==> config.mk <==
export PLATFORM = sky130hd
export DESIGN_NAME = regfile_wb_arbiter
export DESIGN_NICKNAME = d
export VERILOG_FILES = /design/src/rtl/regfile_wb_arbiter.sv
export SDC_FILE = /design/constraint.sdc
export NUM_CORES = 1
export LEC_CHECK = 0
export ABC_AREA = 1
export BUFFER_PORTS_ARGS = -buffer_cell sky130_fd_sc_hd__buf_2
export CORE_MARGIN = 8
export CORE_UTILIZATION = 48
export CTS_BUF_LIST = sky130_fd_sc_hd__clkbuf_4 sky130_fd_sc_hd__clkbuf_8 sky130_fd_sc_hd__clkbuf_16
export CTS_CLUSTER_DIAMETER = 100
export CTS_CLUSTER_SIZE = 28
export DETAILED_ROUTE_END_ITERATION = 10
export GPL_ROUTABILITY_DRIVEN = 1
export PLACE_DENSITY_LB_ADDON = 0.1
export SETUP_SLACK_MARGIN = 0.05
export SYNTH_ARGS = -nofsm -noshare
export SYNTH_HDL_FRONTEND = slang
export SYNTH_SLANG_ARGS = --single-unit
export TNS_END_PERCENT = 5
==> constraint.sdc <==
create_clock -name clk -period 3.25 [get_ports clk]
set_clock_uncertainty 0.2 [all_clocks]
set_input_delay 0.1625 -clock clk [delete_from_list [all_inputs] [get_ports clk]]
set_output_delay 0.1625 -clock clk [all_outputs]
set_load 0.03 [all_outputs]
==> src/rtl/regfile_wb_arbiter.sv <==
// Round-robin write-back arbiter for the register file rd port.
// Also keeps a busy scoreboard of destination registers with pending writes.
module regfile_wb_arbiter #(
    parameter int N_REQ = 3,
    parameter int XLEN  = 32,
    parameter int GID_W = (N_REQ > 1) ? $clog2(N_REQ) : 1
) (
    input  logic                    clk,
    input  logic                    rst_n,
    input  logic [N_REQ-1:0]        i_req_valid,
    output logic [N_REQ-1:0]        o_req_ready,
    input  logic [N_REQ*5-1:0]      i_req_rd_index,
    input  logic [N_REQ*XLEN-1:0]   i_req_rd_data,
    input  logic                    i_issue_valid,
    input  logic [4:0]              i_issue_rd_index,
    output logic                    o_rd_write_enable,
    output logic [4:0]              o_rd_write_index,
    output logic [XLEN-1:0]         o_rd_write_data,
    output logic [GID_W-1:0]        o_grant_id,
    output logic [31:0]             o_busy_mask
);

    logic [GID_W-1:0] r_rr_ptr;
    logic             r_we;
    logic [4:0]       r_index;
    logic [XLEN-1:0]  r_data;
    logic [GID_W-1:0] r_gid;
    logic [31:0]      r_busy;

    logic             w_found;
    logic [GID_W-1:0] w_winner;
    logic [4:0]       w_win_index;
    logic [XLEN-1:0]  w_win_data;
    logic [N_REQ-1:0] w_ready;
    logic [31:0]      w_busy_next;

    // Pointer to the requester that gets first look after winner w.
    function automatic logic [GID_W-1:0] next_ptr(input logic [GID_W-1:0] w);
        if (int'(w) >= N_REQ - 1) begin
            return '0;
        end else begin
            return w + GID_W'(1);
        end
    endfunction

    // Round-robin search starting at r_rr_ptr; the register file always accepts the winner.
    always_comb begin
        int v_j;
        w_found     = 1'b0;
        w_winner    = '0;
        w_win_index = 5'd0;
        w_win_data  = '0;
        w_ready     = '0;
        v_j         = 0;
        for (int k = 0; k < N_REQ; k++) begin
            v_j = int'(r_rr_ptr) + k;
            if (v_j >= N_REQ) begin
                v_j = v_j - N_REQ;
            end else begin
                v_j = v_j;
            end
            if (!w_found && i_req_valid[v_j]) begin
                w_found     = 1'b1;
                w_winner    = GID_W'(v_j);
                w_win_index = i_req_rd_index[v_j*5 +: 5];
                w_win_data  = i_req_rd_data[v_j*XLEN +: XLEN];
                w_ready[v_j] = 1'b1;
            end else begin
                w_found = w_found;
            end
        end
    end

    // Scoreboard next state: clear on write-back, then set on issue so a newer producer wins.
    always_comb begin
        w_busy_next = r_busy;
        if (w_found && (w_win_index != 5'd0)) begin
            w_busy_next[w_win_index] = 1'b0;
        end else begin
            w_busy_next = w_busy_next;
        end
        if (i_issue_valid && (i_issue_rd_index != 5'd0)) begin
            w_busy_next[i_issue_rd_index] = 1'b1;
        end else begin
            w_busy_next = w_busy_next;
        end
        w_busy_next[0] = 1'b0;
    end

    // Output stage, round-robin pointer and scoreboard registers.
    always_ff @(posedge clk or negedge rst_n) begin
        if (!rst_n) begin
            r_rr_ptr <= '0;
            r_we     <= 1'b0;
            r_index  <= 5'd0;
            r_data   <= '0;
            r_gid    <= '0;
            r_busy   <= 32'd0;
        end else begin
            r_we   <= w_found && (w_win_index != 5'd0);
            r_busy <= w_busy_next;
            if (w_found) begin
                r_index  <= w_win_index;
                r_data   <= w_win_data;
                r_gid    <= w_winner;
                r_rr_ptr <= next_ptr(w_winner);
            end
        end
    end

    assign o_req_ready       = w_ready;
    assign o_rd_write_enable = r_we;
    assign o_rd_write_index  = r_index;
    assign o_rd_write_data   = r_data;
    assign o_grant_id        = r_gid;
    assign o_busy_mask       = r_busy;

endmodule

# == Yosys cells after proc, flatten, opt, wreduce, memory -nomap -nowiden ==
# Cells that the tools add are included.
# classes
n_addsub,6
multipliers,3
div_mod_pow,0
n_lt_le_gt_ge,14
n_eq_ne,0
shifts,6
mux,40
bitwise_logic,5
n_reduce_logical,13
# op_table
op,n
$shiftx A96 B32 Y32,3
$mux W32,8
$ge A32 B1 Y1 const B,3
$lt A32 B4 Y1 const B,3
$mul A32 B4 Y32 const B,3
$shiftx A15 B32 Y5,3
$and A32 B32 Y32,1
$not A32 Y32,1
$or A32 B32 Y32,1
$mux W5,3
$mux W1,14
$lt A5 B6 Y1 const B,2
$demux W1 S5,2
$ge A5 B1 Y1 const B,2
$reduce_bool A5 Y1,2
$logic_and A1 B1 Y1,9
$mux W3,3
$mux W2,4
$sub A3 B2 Y4 const B,2
$bmux W1 S2,3
$demux W1 S2,3
$ge A3 B2 Y1 const B,2
$or A3 B3 Y3,2
$ge A2 B2 Y1 const B,2
other kinds (5),6
# word_totals
reg_bits,73
latch_bits,0
ramBits,0
mem_bits_ro,0
in_bits,122
output_inout_bits,75
elab_cells,93
memories,0

# == Logic depth before layout (Yosys ltp) ==
# Gate-level depths: netlist of run 1.
# depth
depth_word,21
depth_mapped,23
mapped_depth_nobuf,21

# == Worst setup path before layout of run 1 ==
# Ideal clock, no wire load.
# synth_path
kind,flip-flop to flip-flop
from,register r_rr_ptr[0]
to,"register r_busy[19], in the netlist o_busy_mask[19]"
setup_time_ns,0.118
t_arrival_ns,2.921
required_ns,2.932
slack_ns,0.011
stages_incl_launch_ff,22
path_buffers,2
period_less_slack_ns,3.239
cell_sequence,dfrtp_1 > inv_1 > ha_1 > buf_4 > buf_2 > nand2_1 > inv_1 > ha_1 > inv_1 > fa_1 > nor3_1 > nand3_1 > nand2_1 > inv_1 > o21ai_0 > nand2_1 > nand2_2 > inv_2 > nor2_2 > nand3_1 > nand2_1 > nand2_1
# synth_via
elab_chain_cells,21
word_cells_on_any_way,48
classes_between,add/sub: 5; mul: 3; order compare: 5; shift: 3; mux: 22; bitwise: 3; reduce/logical: 7
# synth_lines
element,line,source
start: declaration,23,logic [GID_W-1:0] r_rr_ptr;
start signal: assignment,106,r_rr_ptr <= next_ptr(w_winner);
branches (longest 18 deep; another with $mul A32 B4 Y32),-,
$mux W32 *,77,if (w_found && (w_win_index != 5'd0)) begin
$or A32 B32 Y32 (no line),-,
$mux W32 *,82,if (i_issue_valid && (i_issue_rd_index != 5'd0)) begin
via w_busy_next[19],35,logic [31:0] w_busy_next;
end signal: assignment,101,r_busy <= w_busy_next;
end: declaration,28,logic [31:0] r_busy;
# Mark *: on every way through the listed nets, which the timed path passes. The select of a mux whose other input is x is not followed.
# A chain may end at the register's enable or synchronous reset.

# == Worst setup path after layout of run 1 ==
# layout_path
from,register r_rr_ptr[1]
to,"register r_busy[27], in the netlist o_busy_mask[27]"
# Same word-level chain as after synthesis.

==> flow_metrics.env, run 1 <==
export IMPL_cts_tree="yes"
export IMPL_yosys_most_used_dff="dfrtp_1"
export IMPL_port_buffers=195
export IMPL_hpwl_mm=16.3
export IMPL_path_cells="buf_6 > ha_4 > nand2_1 > inv_2 > ha_4 > inv_2 > fa_2 > nor3_2 > nand3_1 > nand2_1 > inv_1 > o21ai_1 > nand2_1 > nand2_4 > inv_4 > nor2_4 > nand3_1 > nand2_1 > nand2_1"
export IMPL_hp_class="input port to flip-flop"
export IMPL_grt_pass1_vias=7371
export IMPL_tightest_slew_ns=0.985
export IMPL_fin_nets=1329
export IMPL_hold_violations=0
export IMPL_grt_start_max_net_pins=74
export IMPL_syn_area_um2=6290
export IMPL_clockBufferDepth=2
export IMPL_wirelength_mm=24.2
export IMPL_synth_sequential_area_ratio_pct=29.0
export IMPL_vias=7842
export IMPL_dp_cells=1339
export IMPL_clock_latency_ns=0.34
export IMPL_drive_gt1_share_pct=25.7
export IMPL_start_util_pct=48.3
export IMPL_fin_hold_ws_ns=0.00527
export IMPL_leakage_nw=4.14
export IMPL_fin_crit_sh_pct=95.0
export IMPL_cp_required_ns=3.29
export IMPL_ys_types=37
export IMPL_crit_top_cell="nand2_1"
export IMPL_critPathCaptureType="flip-flop"
export IMPL_grt_pass1_wl_mm=37.9
export IMPL_cpPeakStageDelay_ns=0.47
export IMPL_p_per_area_nw_per_um2=1360
export IMPL_grt_setup_unrepaired="no"
export IMPL_worstPathArrival_ns=3.13
export IMPL_gr_usage_all_layers_pct=27.9
export IMPL_drtPass1Iterations=5
export IMPL_synth_edff_count=0
export IMPL_syn_inst=998
export IMPL_crit_slowest_cell="fa_2"
export IMPL_root_buffer="clkbuf_16"
export IMPL_n_fill_cell=1307
export IMPL_startpoint_type="flip-flop"
export IMPL_io_pins=197
export IMPL_die_area_um2=17000
export IMPL_cts_made_buffers=9
export IMPL_vias_per_cell=5.68
export IMPL_max_slew_margin_pct=34.3
export IMPL_die_w_um=130
export IMPL_gp_congestion=0.953
export IMPL_finalSetupViolCount=0
export IMPL_synth_seq_cells=73
export IMPL_path_clk_slew_ns=0.07
export IMPL_clkSinkCount=73
export IMPL_clock_fmax_mhz=324
export IMPL_ir_worst_vdd_mv=0.703
export IMPL_yosysWarnings=0
export IMPL_worstPathMaxFanout=5
export IMPL_drv_cap=0
export IMPL_period_needed_ns=3.09
export IMPL_dp_slack_ns=-0.0250
export IMPL_route_detailed_drc=0
export IMPL_antenna_found_initial=2
export IMPL_avgSynthCellArea_um2=6.30
export IMPL_ant_nets=0
export IMPL_htree_levels=3
export IMPL_finalMaxSlewViolations=0
export IMPL_cp_num_buf_inv=5
export IMPL_overflow=0
export IMPL_async_flop_share_pct=100
export IMPL_die_h_um=130
export IMPL_fin_ws_ns=0.163
export IMPL_routedWlPerCell_um=17.5
export IMPL_rows=42
export IMPL_coreArea_um2=13000
export IMPL_critical_path_class="flip-flop to flip-flop"
export IMPL_status="completed"
export IMPL_fin_tns_setup_ns=0
export IMPL_drtIter0Drc=953
export IMPL_fin_cells=1380
export IMPL_area_growth_pct=30.3
export IMPL_path_delay_family="simple AND/OR/NAND/NOR gates"
[worst min-delay path, cell delays in order]
cell and delay [ns]:
buf_2 0.10, a21oi_1 0.06, o2111ai_1 0.19
[registers in the layout, indices dropped and copies added, names as in the netlist]
register           count
r_rr_ptr               2
o_grant_id             2
o_rd_write_data       32
o_rd_write_enable      1
o_rd_write_index       5
o_busy_mask           31
[synthesized netlist by cell type, types with 6 or more instances]
master,number,share of area (%)
a21oi_1,76,6.0
buf_1,8,0.48
buf_2,13,1.0
clkbuf_1,32,1.9
dfrtp_1,73,29
ha_1,8,1.6
inv_1,115,6.9
inv_2,8,0.48
nand2_1,291,17
nand2_2,6,0.60
nand3_1,45,3.6
nand3_2,7,1.1
nor2_1,46,2.7
nor3_1,14,1.1
o2111ai_1,32,4.5
o21ai_0,110,8.7
o21bai_1,15,1.8
o22ai_1,59,5.9
[kinds of logic (layout without fill, tap and decap cells)]
kind of cell | after synthesis | after routing | share of synthesized area, %
buf+inv | 183 | 387 | 11.6
other cells | 2 | 4 | 0.119
fa+ha+maj | 9 | 9 | 1.91
simple gates | 423 | 423 | 28.4
compound gates | 308 | 308 | 28.9
flops | 73 | 73 | 29.0
[final timing paths]
kind,startpoint,end,slack [ns],depth (start not counted)
max,r_rr_ptr[1],o_busy_mask[27],0.16,19
min reg2reg,o_busy_mask[26],o_busy_mask[26],0.27,2
max in group asynchronous,rst_n,r_rr_ptr[0],1.84,2
min in group asynchronous,rst_n,o_rd_write_data[18],0.32,2
max reg2reg,r_rr_ptr[1],o_busy_mask[27],0.16,19
min,i_req_rd_data[18],o_rd_write_data[18],0.005,3
[stage by stage]
| step | cell area (µm²) | util (%) | power [mW] |
|---|---|---|---|
| final | 8200 | 62.9 | 11.1 |
| after global routing | 8200 | 62.9 | 12.0 |
| after CTS | 7970 | 61.2 | 10.5 |
| after detailed placement | 7470 | 57.3 | 9.34 |
| after global placement | 7470 | 57.3 | 9.27 |
| after floorplan | 6300 | - | 7.10 |
[where the power goes]
group | switching (mW) | leakage [nW] | total, mW | internal (mW)
Sequential | 0.270 | 0.886 | 1.66 | 1.39
Clock | 0.435 | 0.155 | 1.06 | 0.627
Combinational | 5.73 | 3.10 | 8.40 | 2.67
Total | 6.44 | 4.14 | 11.1 | 4.69
[routing by layer]
layer | part of all wire (%) | up-vias | track usage [%]
met4 | 2.5 | 2 | 10.9
met1 | 43 | 3571 | 37.8
met5 | 0.054 | - | 0
li1 | - | 3765 | -
met3 | 9.3 | 50 | 4.79
met2 | 45 | 454 | 43.3
[placed cells by master (no fill, tap or decap), drive strengths merged, types with 2 or more instances in the layout]
master,Yosys,final
o22ai,59,59
o2111ai,32,32
inv,123,124
o211ai,3,3
o21ai,113,113
dfrtp,73,73
ha,8,8
nand4,5,5
a211oi,2,2
nand3,52,52
dlygate4sd3,0,15
conb,2,3
nand2,298,298
nor2,53,53
o21bai,15,15
a21oi,78,78
nor3,14,14
clkbuf,32,10
clkinv,1,5
o221ai,3,3
buf,27,232
[final cells by class]
class	instances	area [µm²]	area share [%]
antenna	1	2.50	0.0305
clock buffer	10	239	2.91
clock inverter	6	76.3	0.931
inverter	124	473	5.77
multi-input combinational	743	3920	47.9
sequential	73	1830	22.3
tap	176	220	2.69
timing repair buffer	247	1440	17.5
[repair_timing]
| item | in CTS | in global routing |
|---|---|---|
| pin swaps | 1 | 12 |
| hold endpoints to repair | 94 | 0 |
| endpoints found under the setup margin | 18 | 36 |
| buffers inserted | 2 | 6 |
| gates cloned | 0 | 1 |
| hold buffers | 15 | 0 |
| gates resized for setup | 4 | 39 |
(Power assumes the default switching activity.)
==> inputs of run 2 (changes only) <==
--- a/config.mk
+++ b/config.mk
@@ -8,7 +8,7 @@
 export ABC_AREA = 1
 export BUFFER_PORTS_ARGS = -buffer_cell sky130_fd_sc_hd__buf_2
 export CORE_MARGIN = 8
-export CORE_UTILIZATION = 48
+export CORE_UTILIZATION = 50
 export CTS_BUF_LIST = sky130_fd_sc_hd__clkbuf_4 sky130_fd_sc_hd__clkbuf_8 sky130_fd_sc_hd__clkbuf_16
 export CTS_CLUSTER_DIAMETER = 100
 export CTS_CLUSTER_SIZE = 28
==> constraint.sdc (replaced) <==
create_clock -name clk -period 3.8 [get_ports clk]
set_clock_uncertainty 0.2 [all_clocks]
set_input_delay 0.19 -clock clk [delete_from_list [all_inputs] [get_ports clk]]
set_output_delay 0.19 -clock clk [all_outputs]
set_load 0.03 [all_outputs]
==> run 2 against run 1 <==
Effect of this change: register-to-register slack improved by 0.31 ns; critical path depth fell by 2; largest cell class unchanged; die area fell by 3.5%; combinational power fell by 22%; largest power group unchanged; first-iteration DRC count fell by 15%; non-clock buffer count fell by 28.
==> flow_metrics.env, run 2 (synthesis results as in run 1) <==
export IMPL_status="completed"
export IMPL_clock_latency_ns=0.34
export IMPL_max_slew_margin_pct=33.2
export IMPL_tightest_slew_ns=0.994
export IMPL_finalSetupViolCount=0
export IMPL_die_h_um=128
export IMPL_critPathCaptureType="flip-flop"
export IMPL_n_fill_cell=1252
export IMPL_clock_fmax_mhz=301
export IMPL_mostFrequentLayoutCells="291 x nand2_1, 194 x buf_2, 115 x inv_1, 110 x o21ai_0, 76 x a21oi_1"
export IMPL_coreArea_um2=12500
export IMPL_critical_path_class="flip-flop to flip-flop"
export IMPL_leakage_nw=3.98
export IMPL_grt_setup_unrepaired="no"
export IMPL_worstPathArrival_ns=3.36
export IMPL_hpwl_mm=16.0
export IMPL_die_w_um=128
export IMPL_io_pins=197
export IMPL_gr_usage_all_layers_pct=27.3
export IMPL_clockBufferDepth=2
export IMPL_cp_required_ns=3.83
export IMPL_cts_tree="yes"
export IMPL_largest_register_ffs=32
export IMPL_fin_hold_ws_ns=0.0105
export IMPL_drive_gt1_share_pct=22.9
export IMPL_htree_levels=3
export IMPL_finalMaxSlewViolations=0
export IMPL_area_growth_pct=23.2
export IMPL_gp_congestion=1.02
export IMPL_clkSinkCount=73
export IMPL_grt_pass1_wl_mm=36.3
export IMPL_ant_nets=0
export IMPL_period_needed_ns=3.33
export IMPL_drv_cap=0
export IMPL_hold_violations=0
export IMPL_grt_start_max_net_pins=74
export IMPL_vias_per_cell=5.69
export IMPL_ir_worst_vdd_mv=0.668
export IMPL_utilization_pct=62.2
export IMPL_cts_resized=0
export IMPL_drtIter0Drc=811
export IMPL_fin_crit_sh_pct=87.5
export IMPL_startpoint_type="flip-flop"
export IMPL_hp_class="input port to flip-flop"
export IMPL_cts_setup_buffers=0
export IMPL_vias=7664
export IMPL_fin_tns_setup_ns=0
export IMPL_final_common_cell="nand2_1"
export IMPL_grt_pass1_vias=7191
export IMPL_antenna_found_initial=2
export IMPL_route_detailed_drc=0
export IMPL_drtPass1Iterations=5
export IMPL_fin_total_pwr_mw=8.84
export IMPL_die_area_um2=16400
export IMPL_rows=41
export IMPL_port_buffers=195
export IMPL_path_clk_slew_ns=0.06
export IMPL_fin_nets=1301
export IMPL_routedWlPerCell_um=17.0
export IMPL_overflow=0
export IMPL_root_buffer="clkbuf_16"
export IMPL_p_per_area_nw_per_um2=1140
export IMPL_wirelength_mm=22.9
export IMPL_cts_made_buffers=9
export IMPL_start_util_pct=50.5
export IMPL_worstPathMaxFanout=8
run 2: cell types whose count changed in the layout (fill, tap and decap cells not counted), moves of 4 or more:
cell and change:
buf_4 -13, dlygate4sd3_1 -12, nand3_1 +6, nand2_1 +5, clkinv_4 -4, ha_4 -4, inv_1 +4, nand2_4 -4
nand3_2 -4
run 2: report_power, final:
group,switching (mW),total (mW),internal [mW]
Combinational,4.58,6.56,1.98
Sequential,0.225,1.41,1.19
Clock,0.354,0.862,0.508
run 2: path summary, 6_finish.rpt:
check,startpoint,to,slack (ns),depth (start not counted)
hold reg to reg,o_busy_mask[17],o_busy_mask[17],0.27,2
hold / removal,i_issue_rd_index[2],o_busy_mask[1],0.01,4
max in group asynchronous,rst_n,o_rd_write_data[2],2.43,2
setup reg to reg,r_rr_ptr[0],o_busy_mask[27],0.47,17
min in group asynchronous,rst_n,o_rd_write_data[18],0.32,2
setup / recovery,r_rr_ptr[0],o_busy_mask[27],0.47,17
run 2: per-stage QoR:
stage	cell area, µm²	setup WS (ns)	cells
2_1_floorplan	6300	0.561	999
3_3_place_gp	7420	0.575	1328
3_5_place_dp	7420	0.517	1328
4_1_cts	7750	0.499	1346
5_1_grt	7750	0.157	1348
6_report	7750	0.473	1348
run 2: what timing repair did:
action	4_1_cts	5_1_grt
endpoints found under the setup margin	0	0
endpoints found under the hold margin	75	0
hold buffers	3	0
run 2: final cells by class:
type / instances / area (µm²) / area share, %
timing repair buffer: 219 / 1190 / 15.4
clock inverter: 6 / 67.6 / 0.872
multi-input combinational: 743 / 3750 / 48.4
antenna: 2 / 5.00 / 0.0646
clock buffer: 9 / 225 / 2.91
inverter: 124 / 465 / 6.00
tap: 172 / 215 / 2.78
sequential: 73 / 1830 / 23.6
run 2: critical path, stage by stage, from the launching register on:
cell,delay [ns]
dfrtp_1,0.42
inv_1,0.14
ha_2,0.23
nand2_1,0.06
inv_1,0.11
ha_1,0.14
inv_1,0.05
fa_1,0.55
nor3_1,0.34
nand3_1,0.13
nand2_1,0.12
inv_1,0.05
nand2_1,0.09
a21oi_2,0.12
nor2_4,0.23
nand3_1,0.11
nand2_1,0.08
nand2_1,0.06
run 2: layer usage:
layer	GRT usage, %	routed length [µm]
met1	35.9	9690
met3	8.69	2660
met4	8.39	376
met2	41.6	10200
met5	0	0
